[src/rtl/gate2_exerciser_ctrl.sv]
// Purpose : on-chip exerciser that walks a 2-input gate-under-test through
//           vectors 00,01,10,11 and checks each settled output against a
//           captured 4-bit truth table.
// Latency : done pulses 4*(SETTLE_CYCLES+1) cycles after an accepted start.
// Backpr. : start is ignored (not queued) outside IDLE; abort cancels a run.
// Ports   : clk/rst        - clock, async active-high reset
//           start/abort    - run request (IDLE only) / run cancel (SETTLE/SAMPLE only)
//           truth_table    - bit i = expected dut_z for vector i = {dut_a,dut_b}
//           dut_a/dut_b    - registered GUT stimulus; dut_z - GUT output
//           busy/done      - run in progress / one-cycle completion pulse
//           pass/fail_mask/err_count - results of the last run, held until next start
module gate2_exerciser_ctrl #(
  parameter int SETTLE_CYCLES = 4  // legal 1..15, counter is 4 bits wide
) (
  input  logic       clk,
  input  logic       rst,
  input  logic       start,
  input  logic       abort,
  input  logic [3:0] truth_table,
  output logic       dut_a,
  output logic       dut_b,
  input  logic       dut_z,
  output logic       busy,
  output logic       done,
  output logic       pass,
  output logic [3:0] fail_mask,
  output logic [2:0] err_count
);

  typedef enum logic [1:0] {IDLE, SETTLE, SAMPLE, FINISH} state_t;

  localparam logic [3:0] LAST_CNT = 4'(SETTLE_CYCLES - 1);

  state_t     state, state_d;
  logic [1:0] vec, vec_d;
  logic [3:0] cnt, cnt_d;
  logic [3:0] exp_q, exp_d;
  logic [3:0] mask_d;
  logic [2:0] err_d;
  logic       pass_d;
  logic       a_d, b_d, busy_d, done_d;

  // Next-state and next-output logic. Every output is computed here and
  // registered below, so nothing combinational reaches an output pin.
  always_comb begin
    state_d = state;
    vec_d   = vec;
    cnt_d   = cnt;
    exp_d   = exp_q;
    mask_d  = fail_mask;
    err_d   = err_count;
    pass_d  = pass;

    case (state)
      IDLE: begin
        // start beats abort here simply because abort is not looked at in IDLE
        if (start) begin
          exp_d   = truth_table;
          mask_d  = 4'b0000;
          err_d   = 3'd0;
          pass_d  = 1'b0;
          vec_d   = 2'd0;
          cnt_d   = 4'd0;
          state_d = SETTLE;
        end
      end

      SETTLE: begin
        if (abort) begin
          pass_d  = 1'b0;
          vec_d   = 2'd0;
          state_d = IDLE;
        end else begin
          cnt_d = cnt + 4'd1;
          if (cnt == LAST_CNT) begin
            state_d = SAMPLE;
          end
        end
      end

      SAMPLE: begin
        // abort discards this cycle's compare; partial results stay visible
        if (abort) begin
          pass_d  = 1'b0;
          vec_d   = 2'd0;
          state_d = IDLE;
        end else begin
          if (dut_z != exp_q[vec]) begin
            mask_d[vec] = 1'b1;
            err_d       = err_count + 3'd1;
          end
          if (vec == 2'd3) begin
            // pass must include the vector-3 result, hence err_d not err_count
            pass_d  = (err_d == 3'd0);
            state_d = FINISH;
          end else begin
            vec_d   = vec + 2'd1;
            cnt_d   = 4'd0;
            state_d = SETTLE;
          end
        end
      end

      FINISH: begin
        vec_d   = 2'd0;
        state_d = IDLE;
      end

      default: begin
        vec_d   = 2'd0;
        state_d = IDLE;
      end
    endcase

    // Stimulus follows the vector register while a run (or its FINISH cycle)
    // is active, and parks at 00 in IDLE.
    a_d    = (state_d != IDLE) ? vec_d[1] : 1'b0;
    b_d    = (state_d != IDLE) ? vec_d[0] : 1'b0;
    busy_d = (state_d == SETTLE) || (state_d == SAMPLE);
    done_d = (state_d == FINISH);
  end

  always_ff @(posedge clk or posedge rst) begin
    if (rst) begin
      state     <= IDLE;
      vec       <= 2'd0;
      cnt       <= 4'd0;
      exp_q     <= 4'b0000;
      fail_mask <= 4'b0000;
      err_count <= 3'd0;
      pass      <= 1'b0;
      dut_a     <= 1'b0;
      dut_b     <= 1'b0;
      busy      <= 1'b0;
      done      <= 1'b0;
    end else begin
      state     <= state_d;
      vec       <= vec_d;
      cnt       <= cnt_d;
      exp_q     <= exp_d;
      fail_mask <= mask_d;
      err_count <= err_d;
      pass      <= pass_d;
      dut_a     <= a_d;
      dut_b     <= b_d;
      busy      <= busy_d;
      done      <= done_d;
    end
  end

endmodule

[config.mk]
export PLATFORM = sky130hd
export DESIGN_NAME = gate2_exerciser_ctrl
export DESIGN_NICKNAME = d
export VERILOG_FILES = /design/src/rtl/gate2_exerciser_ctrl.sv
export SDC_FILE = /design/constraint.sdc
export NUM_CORES = 1
export LEC_CHECK = 0
export CELL_PAD_IN_SITES_DETAIL_PLACEMENT = 0
export CELL_PAD_IN_SITES_GLOBAL_PLACEMENT = 1
export CORE_MARGIN = 1.5
export CORE_UTILIZATION = 51
export CTS_CLUSTER_DIAMETER = 40
export DETAILED_ROUTE_END_ITERATION = 7
export DONT_BUFFER_PORTS = 1
export HOLD_SLACK_MARGIN = 0.06
export MAX_ROUTING_LAYER = met4
export PLACE_DENSITY_LB_ADDON = 0.25
export SKIP_LAST_GASP = 1
export SLEW_MARGIN = 10
export SYNTH_ARGS = -nofsm -noshare
export SYNTH_HDL_FRONTEND = slang
export SYNTH_SLANG_ARGS = --single-unit
export TNS_END_PERCENT = 50
[constraint.sdc]
create_clock -name clk -period 3.1 [get_ports clk]
set_clock_uncertainty 0.1 [all_clocks]
set_input_delay 0.775 -clock clk [delete_from_list [all_inputs] [get_ports clk]]
set_output_delay 0.775 -clock clk [all_outputs]
set_load 0.01 [all_outputs]
; Word level (Yosys, flattened, before mapping)
; Index checks and enable logic that the tools add are counted.
[word_totals]
register_bits = 24
inputBits = 9
out_inout_bits = 12
elab_cells = 81
[classes]
addsub = 3
order_cmp = 2
n_eq_ne = 16
muxes = 36
n_bitwise = 1
n_reduce_logical = 12
[op_table]
columns = operator, count
row1 = 4-bit two-way mux, 6
row2 = 2-bit two-way mux, 9
row3 = 2-bit case mux with 4 select lines, 2
row4 = 3-bit two-way mux, 5
row5 = "2-bit inequality test, second input constant", 6
row6 = 4-bit case mux with 3 select lines, 1
row7 = "2-bit equality test, second input constant", 5
row8 = 1-bit two-way mux, 8
row9 = 4-bit case mux with 2 select lines, 1
row10 = 4-bit AND reduction, 2
row11 = 3-bit case mux with 2 select lines, 1
row12 = 5-bit AND reduction, 1
row13 = "4-bit by 1-bit adder with 4-bit output, second input constant", 1
row14 = "2-bit by 1-bit equality test with 1-bit output, second input constant", 2
row15 = "4-bit by 2-bit equality test with 1-bit output, second input constant", 1
row16 = 4-bit bitwise OR, 1
row17 = 2-bit nonzero test, 2
row18 = "3-bit by 1-bit adder with 3-bit output, second input constant", 1
row19 = 3-bit zero test, 1
row20 = "2-bit by 3-bit < comparator with 1-bit output, second input constant", 1
row21 = "3-bit inequality test, second input constant", 1
row22 = 1-bit case mux with 3 select lines, 1
row23 = 3-bit AND reduction, 1
row24 = 3-bit nonzero test, 1
row25 = 9 further kinds, 9

; Depth between registers and ports, before layout
; Gate-level depths: netlist (run 1).
[logic_depth]
word_depth = 10
mapped_depth = 6
ltp_nobuf = 5

; Worst setup path before layout (run 1)
; OpenSTA, ideal clock, no wires.
[synth_timing]
path_type = input to register
start = input port abort
end = register cnt[3]
setup_time_ps = 121
arrival_ps = 1648
t_required_ps = 2879
path_slack_ps = 1231
path_stages = 4
path_buffers = 0
path_cell_list = nor2b_2 a221oi_1 or2_2 a22o_1
[synth_via]
elab_chain_len = 2
elab_cells_between_ends = 3
classes_between = eq/ne (2) / reduce/logical (1)
[synth_rtl]
columns = element, line
row1 = "start, declared", 18  ; input logic abort,
row2 = 2-bit inequality test (no line), n/a
row3 = 5-bit AND reduction (no line) (*), n/a
row4 = "end signal, assigned", 139  ; cnt <= cnt_d;
row5 = "end, declared", 36  ; logic [3:0] cnt, cnt_d;
; Mark *: on every way between the ends. The rest lies on a longest branch, timed or not.
; A chain may end at the register's enable or synchronous reset.

; Worst setup path in the final report (run 1)
[layout_timing]
start = register vec[0]
end = register err_count[2]
[layout_via]
elab_chain_len = 8
[layout_rtl]
columns = element, line
row1 = "start, declared", 35  ; logic [1:0] vec, vec_d;
row2 = "start signal, assigned", 138  ; vec <= vec_d;
row3 = 1-bit binary-select mux with 2-bit select, 88  ; if (dut_z != exp_q[vec]) begin
row4 = 1-bit two-way mux (implied by the code), 88
row5 = 1-bit inequality test, 88
row6 = 3-bit two-way mux, 88
row7 = 3-bit two-way mux, 83  ; if (abort) begin
row8 = 3-bit two-way mux, 54  ; case (state)
row9 = 3-bit two-way mux, 83
row10 = 3-bit case mux with 2 select lines, 54
row11 = "end signal, assigned", 142  ; err_count <= err_d;
row12 = "end, declared", 27  ; output logic [2:0] err_count
; No other way between the ends. The select of a mux whose other input is x is not followed.

==> metrics.md, run 1 <==
| Metric | Value |
|---|---|
| Outcome | finished clean |
| Synth top area share | 0.497 |
| Worst Tran Pin Value | 0.870 ns |
| Ys flop type | dfrtp_1 |
| Synth Area in Simple Gates | 0.168 |
| Area Growth Syn to Fin | 5.59% |
| Post-synth top cells | dfrtp_1, nor2_1, inv_1, nand2_1, a21oi_1 |
| Antenna diodes | 0 |
| First-pass GRT wire length | 3750 um |
| Vias | approximately 850 |
| Critical-path cell list | mux4_2 -> xnor2_4 -> or4_1 -> nand3_1 |
| Reg2Reg Capture Point | err_count[2] |
| Worst skew pair latency | 0.32 ns |
| Final-stage net count | 126 |
| Worst ir drop on vdd | around 0.33 mV |
| Grt total ovfl | 0 |
| DR iter-0 viols | 12 |
| GRT Util Overall | 0.200 |
| Number of clock sinks | 24 |
| Worst Setup Start Kind | flop |
| Final Instance Area | roughly 1300 um^2 |
| CP arrival | around 2.2 ns |
| Min cycle time layout | between 1.5 and 2 ns |
| Synth Warn # | 0 |
| Die area | 2670 um^2 |
| IO buf count | 0 |
| Row count | 17 |
| Clk root buf | clkbuf_4 |
| Placer Congestion | 0.818 |
| Max clock buf depth | 2 |
| Setup-failing EPs final | 0 |
| Total CTS buffers | 3 |
| Finished Layout Cells | roughly 140 |
| Synth cell types | 37 |
| Worst hold slack | approximately 0.40 ns |
| Max stage delay on crit path | 0.62 ns |
| Ys async rst share | 1.00 |
| Leak | ~0.57 nW |
| DIE HEIGHT | slightly above 50 um |
| Post-synth EDFFs | 0 |
| Antenna violations before repair | 0 |
| TritonCTS clock tree | done |
| Largest net degree at the start of global routing | 25 |
| Pre-Repair DR Iteration Count | 4 |
| Share of layout cells above drive strength 1 | 0.149 |
| Post-Syn Instances | around 110 |
| CTS clk-pin slew, worst paths | 0.14 ns |
| Hold buffers post-CTS | 0 |
| Area leader, netlist | dfrtp_1 |
| Mux share of post-synthesis cell area | 0.0725 |
| Unrepaired setup endpoints after global routing | no |
| Worst Setup End Kind | flop |
| Crit Reg-Reg Startpoint | vec[0] |
| Vias in the first global route | 807 |
| P per Cell Area | around 650 nW/um^2 |
| Number of setup buffers added after CTS | 0 |
| HPWL reported at the end of detailed placement | around 1700 um |
| Worst setup margin | approximately 1.1 ns |
| Fin Setup TNS | 0 ns |
| Top cells by area, synth | dfrtp_1, mux2_2, nor2_1 |
| Antenna-violating nets left | 0 |
| Number of max-cap violations | 0 |
| Flop-to-flop setup slack | between 1 and 1.5 ns |
| Total core area | about 2200 um^2 |
| Seq/Total Area, Yosys | 0.497 |
| Final Hold Fails | 0 |
| Flops & latches, synth | 24 |
| Die width | between 50 and 60 um |
| CTS resizes | 0 |
| Compound-Gate Fraction of Synth Area | 0.164 |
| Worst hold path type | primary input to async pin |
| Post-Syn Area per Cell | about 11 um^2 |
| Post-synthesis xor/xnor area fraction | 0.0373 |
| Routed wire length per instance | 16.4 um |
| DR DRC count | 0 |
| Largest family of logic cells by synthesized area | simple AND/OR/NAND/NOR gates |
| WS Path Type | flop to flop |
| Post-placement cell count | between 100 and 150 |
| Drt total wl | ~2300 um |
| Period Utilization, post-route | 0.645 |
| Highest clock rate | about 500 MHz |
| Initial core utilization | 0.541 |
| Post-Syn Nets | between 100 and 150 |
| Critical Path RT | around 3.3 ns |
| CP Max Fanout | 9 |
| DP Area | 1220 um^2 |
| Vias per cell | just under 6 |
| Htree depth | 1 |
| DP Worst Slack | 1.04 ns |
| Slowest CP cell | mux4_2 |
| Rel. slew slack | 0.420 |
| Max-slew violations | 0 |
| Most common cell in the netlist | dfrtp_1 |
| Top Ports | 21 |
| Post-synthesis adder-cell area fraction | 0.0207 |
| Reg2Reg Depth | 4 |
| Synth Cell Area | roughly 1200 um^2 |
## worst max-delay path: cells and delay by family (launching register included)
family           cells  cell delay, ns
flip-flops           1            0.55
AND/OR/NAND/NOR      2            0.49
XOR/XNOR             1            0.18
multiplexers         1            0.62
## cell type report
| type | instances | area (um^2) |
|---|---|---|
| Fill cell | 204 | 957 |
| Sequential cell | 24 | 601 |
| Multi-Input combinational cell | 78 | 558 |
| Tap cell | 28 | 35.0 |
| Clock inverter | 1 | 30.0 |
| Inverter | 8 | 30.0 |
| Clock buffer | 3 | 22.5 |
## state kept, by name (all words and copies together), names as in the netlist
name       count
done           1
cnt            4
dut_a          1
pass           1
busy           1
vec            2
state          2
fail_mask      4
err_count      3
dut_b          1
exp_q          4
## cells by family after synthesis
family	count (synthesis)
adders and majority gates	2
and+or+nand+nor	38
buffers and inverters	11
DFF	24
muxes	7
AOI/OAI and AO/OA	28
xor gates and xnor gates	3
## through the flow
step,power [mW],utilization
final,0.830,0.571
after global routing,0.880,0.571
after CTS,0.838,0.571
after global placement,0.607,0.548
after floorplan,0.570,-
after detailed placement,0.610,0.548
## worst max path at each step
stage                    to    from  slack (ns)
2_1_floorplan        cnt[3]   abort        1.23
3_3_place_gp   err_count[1]   start        1.12
3_5_place_dp         cnt[2]   abort        1.04
4_1_cts        err_count[2]  vec[0]        1.09
5_1_grt        err_count[2]  vec[0]        1.03
6_report       err_count[2]  vec[0]        1.10
## layout by cell type, fill, tap and decap left out, drive strengths merged
master	n
nand2b	4
o31ai	4
a21o	1
clkbuf	3
or4	1
inv	8
a22oi	2
o211ai	1
o21a	1
a22o	1
nand2	8
xnor2	1
o32ai	1
o22ai	1
nor2b	3
or2	2
nor3b	3
o21ai	4
nor2	9
o21ba	2
a221o	1
nand3	4
mux2	4
a221oi	1
mux4	1
nor3	4
mux2i	2
a41oi	2
dfrtp	24
xor2	2
bufinv	1
a21oi	6
ha	2
## metal layers
metal | global-route usage | wire length [um] | vias to the layer above
met5 | - | 0 | -
met4 | 0.118 | 63 | 0
li1 | - | - | 409
met1 | 0.275 | 1060 | 399
met2 | 0.265 | 1050 | 31
met3 | 0.0546 | 156 | 7
## power by group
group | internal (mW) | switching, mW | total, mW
logic | 0.0933 | 0.102 | 0.195
clock network | 0.131 | 0.0945 | 0.225
registers | 0.358 | 0.0509 | 0.409
total | 0.582 | 0.248 | 0.830
No activity file was read; power rests on OpenSTA's default activity.
==> run 2: changes to the inputs <==
Settings changed: CORE_UTILIZATION 51 to 43.
Clock period 3.1 ns to 1.6 ns, I/O delays scaled along.
==> run 2 against run 1 <==
Effect of this change: the run now ends with setup timing left; sequential power increased by 89%; critical path type unchanged; first-iteration DRC count shrank 25%; critical endpoint is now fail_mask[0]; setup slack got worse by 1.3 ns; hold slack got worse by 0.28 ns; clock power up 48%; power is 96% higher; clock-buffer cell count up 1.
==> metrics.md, run 2 (synthesized netlist as in run 1, its figures left out) <==
| Metric | Value |
|---|---|
| Outcome | complete, but fails checks |
| Failing checks | setup timing |
| Antenna violations before repair | 0 (unchanged) |
| GRT Util Overall | 0.183 (-0.0171) |
| Number of clock sinks | 24 (unchanged) |
| P per Cell Area | 1100 nW/um^2 (+69%) |
| Total CTS buffers | 3 (unchanged) |
| Top flop regs | cnt x4, exp_q x4, fail_mask x4 |
| Most common cell after layout, fill and taps aside | dfrtp_1 |
| DP Area | 1360 um^2 (+11%) |
| Antenna diodes | 0 (unchanged) |
| Htree depth | 1 (unchanged) |
| Max stage delay on crit path | 0.58 ns (-0.04 ns) |
| Slowest CP cell | mux4_2 |
| WS Path Type | flop to flop |
| Max clock buf depth | 2 (unchanged) |
| Clk root buf | clkbuf_4 |
| Area Growth Syn to Fin | 22.5% |
| Fillcell total | 239 (+17%) |
| Placer Congestion | 0.784 (-4.1%) |
| Largest net degree at the start of global routing | 15 (-40%) |
| Vias in the first global route | 961 (+19%) |
| Most frequent cells in the layout | dfrtp_1, buf_4, nor2_1 |
| Vias per cell | 5.44 (-8.7%) |
| First-pass GRT wire length | 4330 um (+16%) |
| Die area | 3140 um^2 (+17%) |
| Pre-Repair DR Iteration Count | 4 (unchanged) |
| TritonCTS clock tree | done |
| Routed wire length per instance | 15.3 um (-6.6%) |
| Worst Tran Pin Value | 0.475 ns (-0.395 ns) |
| Worst Setup Start Kind | flop |
| Worst setup margin | -0.189 ns (-1.29 ns) |
| Row count | 19 (+2) |
| Number of max-cap violations | 0 (unchanged) |
| DIE HEIGHT | 56.0 um (+8.4%) |
| Total core area | 2710 um^2 (+21%) |
| Worst Setup End Kind | flop |
| Fin Setup TNS | -1.01 ns (-1.01 ns) |
| Final Instance Area | 1480 um^2 (+16%) |
| Max-slew violations | 0 (unchanged) |
| Top Ports | 21 (unchanged) |
| Drt total wl | 2510 um (+7.8%) |
| Setup-failing EPs final | 8 (+8) |
| Core Util, Final | 0.546 (-0.0253) |
| Die width | 56.0 um (+8.4%) |
| Antenna-violating nets left | 0 (unchanged) |
| Critical Path RT | 1.72 ns (-1.55 ns) |
| CTS clk-pin slew, worst paths | 0.13 ns (about the same) |
| CP arrival | 1.91 ns (-0.26 ns) |
| Top Family by Delay on Critical Path | multiplexers |
| Vias | 892 (+5.4%) |
| CP Max Fanout | 4 (-5) |
| Min cycle time layout | 1.79 ns (-0.211 ns) |
| IO buf count | 0 (unchanged) |
| Rel. slew slack | 0.683 (+0.263) |
| Share of layout cells above drive strength 1 | 0.278 (+0.129) |
| Buffers and inverters on the worst path | 1 (+1) |
| DP Worst Slack | -0.188 ns (-1.23 ns) |
| Initial core utilization | 0.446 (-0.0952) |
| Worst hold path type | primary input to flop |
| Period Utilization, post-route | 1.12 (+0.473) |
| Final-stage net count | 145 (+15%) |
| Grt total ovfl | 0 (unchanged) |
| HPWL reported at the end of detailed placement | 1860 um (+11%) |
| DR iter-0 viols | 9 (-3) |
| Leak | 0.670 nW (+17%) |
| DR DRC count | 0 (unchanged) |
| Worst skew pair latency | 0.32 ns (about the same) |
| Final Hold Fails | 0 (unchanged) |
| Highest clock rate | 559 MHz (+12%) |
| Worst ir drop on vdd | 0.801 mV (+140%) |
| Critical-path cell list | mux4_2 -> buf_4 -> xor2_4 -> a41oi_2 -> nor2_1 |
| Unrepaired setup endpoints after global routing | yes |
-- run 2: cell types whose count changed in the layout (fill, tap and decap cells not counted), moves of 2 or more --
cell           change
a41oi_1            -2
a41oi_2            +2
buf_4             +15
dlygate4sd3_1      +3
-- run 2: path summary, 6_finish.rpt --
check | end | depth (start not counted) | slack [ns] | start
setup reg to reg | fail_mask[0] | 5 | -0.19 | vec[0]
min in group asynchronous | cnt[2] | 2 | 0.41 | rst
max in group asynchronous | fail_mask[0] | 3 | 0.55 | rst
setup / recovery | fail_mask[0] | 5 | -0.19 | vec[0]
hold / removal | exp_q[3] | 1 | 0.12 | truth_table[3]
hold reg to reg | cnt[0] | 1 | 0.42 | cnt[0]
-- run 2: power breakdown --
part / switching [mW] / internal (mW)
logic: 0.256 / 0.267
clock network: 0.192 / 0.139
registers: 0.0773 / 0.694
-- run 2: cell type report --
type	count	area, um^2	share of cell area
Multi-Input combinational cell	78	612	0.413
Tap cell	31	38.8	0.0262
Sequential cell	24	601	0.406
Inverter	8	30.0	0.0203
Timing Repair Buffer	19	163	0.110
Clock buffer	4	36.3	0.0245
-- run 2: metal layers --
| layer | global-route usage | vias to the layer above | routed length (um) |
|---|---|---|---|
| met4 | 0.0714 | 0 | 45 |
| met2 | 0.314 | 14 | 1280 |
| met5 | - | - | 0 |
| li1 | - | 445 | - |
| met1 | 0.216 | 428 | 1110 |
| met3 | 0.0279 | 5 | 75 |
-- run 2: per-stage QoR --
stage	power, mW	cells	hold slack (ns)
finish	1.63	164	0.122
global route	1.72	164	0.107
CTS	1.61	163	0.0656
detailed placement	1.27	157	0.239
global placement	1.25	157	0.224
floorplan	1.11	113	0.315
-- run 2: repair_timing --
| item | CTS | global route |
|---|---|---|
| resized for setup | 3 | 4 |
| setup endpoints to repair | 12 | 13 |
| cloned | 0 | 0 |
| pin swaps | 0 | 2 |
| buffers inserted | 1 | 0 |
| hold buffers | 2 | 1 |
| hold endpoints to repair | 12 | 1 |
==> run 3: changes to the inputs <==
Settings changed: ABC_CLOCK_PERIOD_IN_PS set to 1600, SLEW_MARGIN 10 to unset.
==> results of run 3 <==
No change in the layout: final DEF, timing and power equal those of run 2.
==> edit 1 (config.mk and constraints of run 2) <==
Register the output `err_count` once more, without a reset; this adds one clock of latency there. The other outputs are not delayed to match.
--- a/src/rtl/gate2_exerciser_ctrl.sv
+++ b/src/rtl/gate2_exerciser_ctrl.sv
@@ -31,6 +31,8 @@
 
   localparam logic [3:0] LAST_CNT = 4'(SETTLE_CYCLES - 1);
 
+  logic [2:0] err_count_s0;
+
   state_t     state, state_d;
   logic [1:0] vec, vec_d;
   logic [3:0] cnt, cnt_d;
@@ -48,7 +50,7 @@
     cnt_d   = cnt;
     exp_d   = exp_q;
     mask_d  = fail_mask;
-    err_d   = err_count;
+    err_d   = err_count_s0;
     pass_d  = pass;
 
     case (state)
@@ -87,7 +89,7 @@
         end else begin
           if (dut_z != exp_q[vec]) begin
             mask_d[vec] = 1'b1;
-            err_d       = err_count + 3'd1;
+            err_d       = err_count_s0 + 3'd1;
           end
           if (vec == 2'd3) begin
             // pass must include the vector-3 result, hence err_d not err_count
@@ -127,7 +129,7 @@
       cnt       <= 4'd0;
       exp_q     <= 4'b0000;
       fail_mask <= 4'b0000;
-      err_count <= 3'd0;
+      err_count_s0 <= 3'd0;
       pass      <= 1'b0;
       dut_a     <= 1'b0;
       dut_b     <= 1'b0;
@@ -139,7 +141,7 @@
       cnt       <= cnt_d;
       exp_q     <= exp_d;
       fail_mask <= mask_d;
-      err_count <= err_d;
+      err_count_s0 <= err_d;
       pass      <= pass_d;
       dut_a     <= a_d;
       dut_b     <= b_d;
@@ -148,5 +150,9 @@
     end
   end
 
+  always_ff @(posedge clk) begin
+    err_count <= err_count_s0;
+  end
+
 endmodule
 
Behaviour: not the same (a bounded check fails within 10 cycles, from zero or initial values and one cycle with rst high).
==> edit 1 against run 2 <==
The flow still finishes with violations (setup timing). Routed wire length decreased by 13%. Setup slack got worse by 0.0063 ns. Global-route usage decreased by 1.3 points. Total power down 5.4%. Area after synthesis is 4.0% lower. Sequential cell count up 3. Design area down 9.2%. First-iteration DRC count grew 67%. Worst hold slack worse by 0.016 ns. Critical path depth is 1 lower. Critical path type unchanged. Largest cell class is now sequential cells. Largest power group unchanged.
==> edit 1: results <==
metrics = {
    "run_status": {
        "failing_checks": "setup timing",
        "status": "complete, but fails checks",
    },
    "clocking": {
        "insertion_delay_ns": 0.33,
        "clk_root_buffer_cell": "clkbuf_4",
        "htree_num_levels": 1,
        "cts_post_setup_buffers_inserted": 0,
        "path_clk_slew_ns": 0.15,
        "tritoncts.num_buffers": 3,
    },
    "pwr": {
        "powerDensity_nw_per_um2": 1140,
        "power_leakage_uw": 0.000637,
        "clk-power_uw": 297,
        "share_comb_of_total_power_pct": 26.1,
        "power.net_switching_uw": 468,
        "worst_ir_drop_vdd_mv": 0.771,
    },
    "synthesis": {
        "postSynthNetCount": 113,
        "synth_seq_area_share_pct": 57.0,
        "postSynth.asyncResetShare_pct": 88.9,
        "synth.top_cells.by_area": "dfrtp_1 52%, dfxtp_1 5.2%, mux2_2 4.9%",
        "yosysUniqueCellTypes": 33,
        "synthFlopType": "dfrtp_1",
        "ys_top_cells_by_count": "24 x dfrtp_1, 9 x o21ai_0, 8 x nand2_1",
    },
    "global_routing": {
        "initial_antenna_violation_count": 0,
        "grt_pass1_vias": 772,
        "grt_first_pass_wirelength_um": 3480,
        "global_route.usage.total_pct": 17.0,
        "grt_start_max_net_pins": 16,
    },
    "critical_path": {
        "critical-path-slowest-cell": "mux4_2",
        "worst_flop_to_flop_path_endpoint": "err_count_s0[0]",
        "timing.critical_path.fanout_max": 3,
        "crit_path_start": "vec[0]",
        "slowest_delay_ns": 0.57,
        "family_of_cells_with_the_greatest_summed_delay_on_the_critical_path": "multiplexers",
        "arrival_ns": 1.93,
        "cp-endpoint": "err_count_s0[0]",
    },
    "min_path": {
        "hold_path.startpoint": "truth_table[2]",
        "holdPathStages": 1,
        "timing.hold.worst_endpoint": "exp_q[2]",
        "worstHoldPathType": "in2reg",
    },
    "drt": {
        "dr.pass1.iters": 4,
        "route.detailed.wl_per_inst_um": 14.9,
        "avgViaCountPerCell": 5.62,
        "route.antenna.remaining_nets": 0,
        "drt-initial-drc-count": 15,
    },
    "timing": {
        "setup_ws_final_ns": -0.195,
        "pin_slew_with_the_least_headroom_to_its_limit_ns": 0.474,
        "finalSetupViolCount": 8,
    },
    "placement": {
        "hpwl_um": 1670,
        "final_weighted_congestion_of_routability_driven_global_placement": 0.895,
        "io_buffer_count": 0,
    },
    "layout": {
        "nFillCells": 231,
        "nets": 129,
        "antenna-diode-count": 0,
        "layout-drive-gt1-share_pct": 22.2,
    },
}
[edit 1: changes by cell type in the layout (fill, tap and decap cells not counted), sizes merged, moves of 3 or more]
cell | run 2 | this run
o21ai | 4 | 11
inv | 8 | 4
nor2 | 9 | 6
buf | 16 | 11
nor3 | 4 | 1
dfxtp | 0 | 3
nor3b | 3 | 0
[edit 1: routing by layer]
layer	global-route usage [%]	part of all wire, %
met1	23.8	47
met2	24.8	47
met3	2.96	4.3
met4	6.10	1.5
met5	-	0
[edit 1: kinds of logic (layout without fill, tap and decap cells)]
logic type | Yosys count | in the layout | synth area share (%)
adders and majority gates | 2 | 2 | 2.16
and+or+nand+nor | 26 | 26 | 11.1
AOI/OAI and AO/OA | 31 | 31 | 16.7
DFF | 27 | 27 | 57.0
buffers and inverters | 6 | 21 | 2.05
xor gates and xnor gates | 3 | 3 | 2.91
muxes | 7 | 7 | 8.09
[edit 1: cell type report]
class	count	area, um^2	share of cell area [%]
Clock inverter	1	5.00	0.372
Tap cell	30	37.5	2.79
Sequential cell	27	661	49.2
Inverter	4	15.0	1.12
Clock buffer	3	22.5	1.68
Multi-Input combinational cell	69	488	36.3
Timing Repair Buffer	13	115	8.57
[edit 1: timing repair]
action	in CTS	in global routing
hold endpoints to repair	10	0
setup endpoints to repair	8	12
gates resized for setup	0	2
hold buffers	2	0
pin swaps	1	0
gates cloned	0	0
[edit 1: stage by stage]
step	setup TNS [ns]	cell area, um^2	instances	worst slack, ns	hold slack (ns)
final	-0.968	1340	147	-0.195	0.107
after global routing	-1.80	1340	147	-0.242	0.0976
after CTS	-0.936	1330	147	-0.172	0.100
after detailed placement	-0.904	1280	141	-0.159	0.235
after global placement	-0.579	1280	141	-0.117	0.210
after floorplan	-0.784	1160	102	-0.177	0.292
==> edit 2 (config.mk and constraints of run 2) <==
Without the edit above. Re-encode `state_t` (4 states) as one-hot, 4 bits wide.
--- a/src/rtl/gate2_exerciser_ctrl.sv
+++ b/src/rtl/gate2_exerciser_ctrl.sv
@@ -27,7 +27,7 @@
   output logic [2:0] err_count
 );
 
-  typedef enum logic [1:0] {IDLE, SETTLE, SAMPLE, FINISH} state_t;
+  typedef enum logic [3:0] {IDLE = 4'b0001, SETTLE = 4'b0010, SAMPLE = 4'b0100, FINISH = 4'b1000} state_t;
 
   localparam logic [3:0] LAST_CNT = 4'(SETTLE_CYCLES - 1);
 
Formal check against the unedited RTL: no difference found for any inputs over 10 cycles, from zero or initial values and one cycle with rst high; not proved beyond that.
==> edit 2 against run 2 <==
The run still ends with setup timing left. Clock power down 14%. Core utilization decreased by 0.17 points. Routed wire length rose by 0.28%. Total power is 11% lower. Via count up 0.78%. Fmax is 2.8% lower. Design area grew 1.4%. Area after synthesis grew 3.8%. Sequential cell count increased by 2. Setup slack worse by 0.052 ns. First-iteration DRC count rose to 2.9 times the old value. Critical endpoint is now cnt[3]. Largest cell class is now sequential cells. Largest power group unchanged.
==> edit 2: results <==
metrics = {
    "critical_path": {
        "arrival_ns": 1.98,
        "timing.critical_path.fanout_max": 8,
    },
    "clocking": {
        "path_clk_slew_ns": 0.14,
        "clockBufferDepth": 2,
        "insertion_delay_ns": 0.31,
        "tritoncts.num_buffers": 3,
        "htree_num_levels": 1,
        "clk_root_buffer_cell": "clkbuf_4",
    },
    "global_routing": {
        "grt_pass1_vias": 883,
        "grt_start_max_net_pins": 15,
        "initial_antenna_violation_count": 0,
        "global_route.usage.total_pct": 16.3,
        "grt_first_pass_wirelength_um": 4020,
    },
    "timing": {
        "setup_ws_final_ns": -0.240,
        "finalSetupViolCount": 18,
        "slew_headroom_pct": 68.2,
    },
    "drt": {
        "route.detailed.wl_per_inst_um": 15.5,
        "routed-via-count": 899,
        "avgViaCountPerCell": 5.55,
        "dr.pass1.iters": 4,
        "drt-initial-drc-count": 26,
    },
    "synthesis": {
        "yosysUniqueCellTypes": 40,
        "postSynthNetCount": 122,
        "synthesized_instance_count": 111,
        "ys_top_cells_by_count": "25 x dfrtp_1, 10 x nand2_1, 7 x nor2_1, 7 x o21ai_0, 6 x inv_1",
        "synth.top_cells.by_area": "dfrtp_1 50%, mux2_2 3.6%, mux2i_1 3.2%",
        "postSynth.asyncResetShare_pct": 100,
        "yosys_warnings": 0,
        "synth_seq_area_share_pct": 51.9,
    },
    "run_status": {
        "status": "complete, but fails checks",
        "failing_checks": "setup timing",
    },
    "pwr": {
        "worst_ir_drop_vdd_mv": 0.579,
        "power_leakage_uw": 0.000675,
        "internal-power_uw": 1030,
    },
    "placement": {
        "io_buffer_count": 0,
        "final_weighted_congestion_of_routability_driven_global_placement": 0.762,
        "hpwl_um": 1840,
        "dpl.cell_count": 153,
    },
    "layout": {
        "nets": 143,
        "nFillCells": 253,
        "antenna-diode-count": 0,
        "layout-drive-gt1-share_pct": 31.3,
    },
    "min_path": {
        "worstHoldPathType": "in2reg",
    },
}
[edit 2: worst max-delay path, stage by stage, from the launching register on]
cell	delay (ns)
dfrtp_1	0.43
or4b_4	0.55
a31o_4	0.27
nand2b_4	0.21
o31ai_2	0.20
[edit 2: cells by family after synthesis]
logic type | synth area share [%]
AO/OA/AOI/OAI | 12.5
XOR/XNOR | 2.69
adder cells (fa/ha/maj) | 1.99
buffers and inverters | 3.79
flip-flops | 51.9
multiplexers | 8.57
AND/OR/NAND/NOR | 18.5
[edit 2: final timing paths]
check	from	end	slack, ns	cells after the start
max	state[1]	cnt[3]	-0.24	4
min	truth_table[2]	exp_q[2]	0.12	1
max reg2reg	state[1]	cnt[3]	-0.24	4
min reg2reg	exp_q[0]	exp_q[0]	0.43	1
max in group asynchronous	rst	state[0]	0.74	3
min in group asynchronous	rst	err_count[1]	0.42	3
[edit 2: timing repair]
item	4_1_cts	5_1_grt
endpoints found under the setup margin	17	20
pin swaps	3	2
hold buffers	1	0
resized for setup	3	6
endpoints found under the hold margin	25	0
buffers inserted	0	4
[edit 2: power groups by stage]
stage | clock (uW) | combinational (uW) | sequential, uW
2_1_floorplan | 0 | 283 | 762
3_3_place_gp | 0 | 334 | 789
3_5_place_dp | 0 | 344 | 791
4_1_cts | 297 | 344 | 778
5_1_grt | 322 | 408 | 787
6_report | 287 | 375 | 778
[edit 2: area by class of cell]
| class | count | share of cell area, % |
|---|---|---|
| inverters | 6 | 1.50 |
| clock buffers | 4 | 1.75 |
| repair buffers | 20 | 10.2 |
| flip-flops and latches | 26 | 43.4 |
| well taps | 31 | 2.58 |
| multi-input cells | 75 | 40.6 |
[edit 2: metrics by stage]
step / setup slack [ns] / hold WS (ns) / power (uW) / setup TNS (ns) / cell area (um^2)
floorplan: -0.201 / 0.339 / 1050 / -2.37 / 1280
global placement: -0.171 / 0.214 / 1120 / -2.14 / 1400
detailed placement: -0.229 / 0.221 / 1140 / -2.45 / 1400
CTS: -0.220 / 0.111 / 1420 / -2.62 / 1450
global route: -0.339 / 0.101 / 1520 / -4.30 / 1500
finish: -0.240 / 0.120 / 1440 / -2.86 / 1500
[edit 2: per-layer routing]
metal / part of all wire, % / up-vias / GRT usage [%]
met1: 45 / 453 / 20.4
met2: 52 / 10 / 27.4
met4: 0.87 / 0 / 3.99
li1: - / 434 / -
met3: 2.3 / 2 / 3.17
met5: 0 / - / -
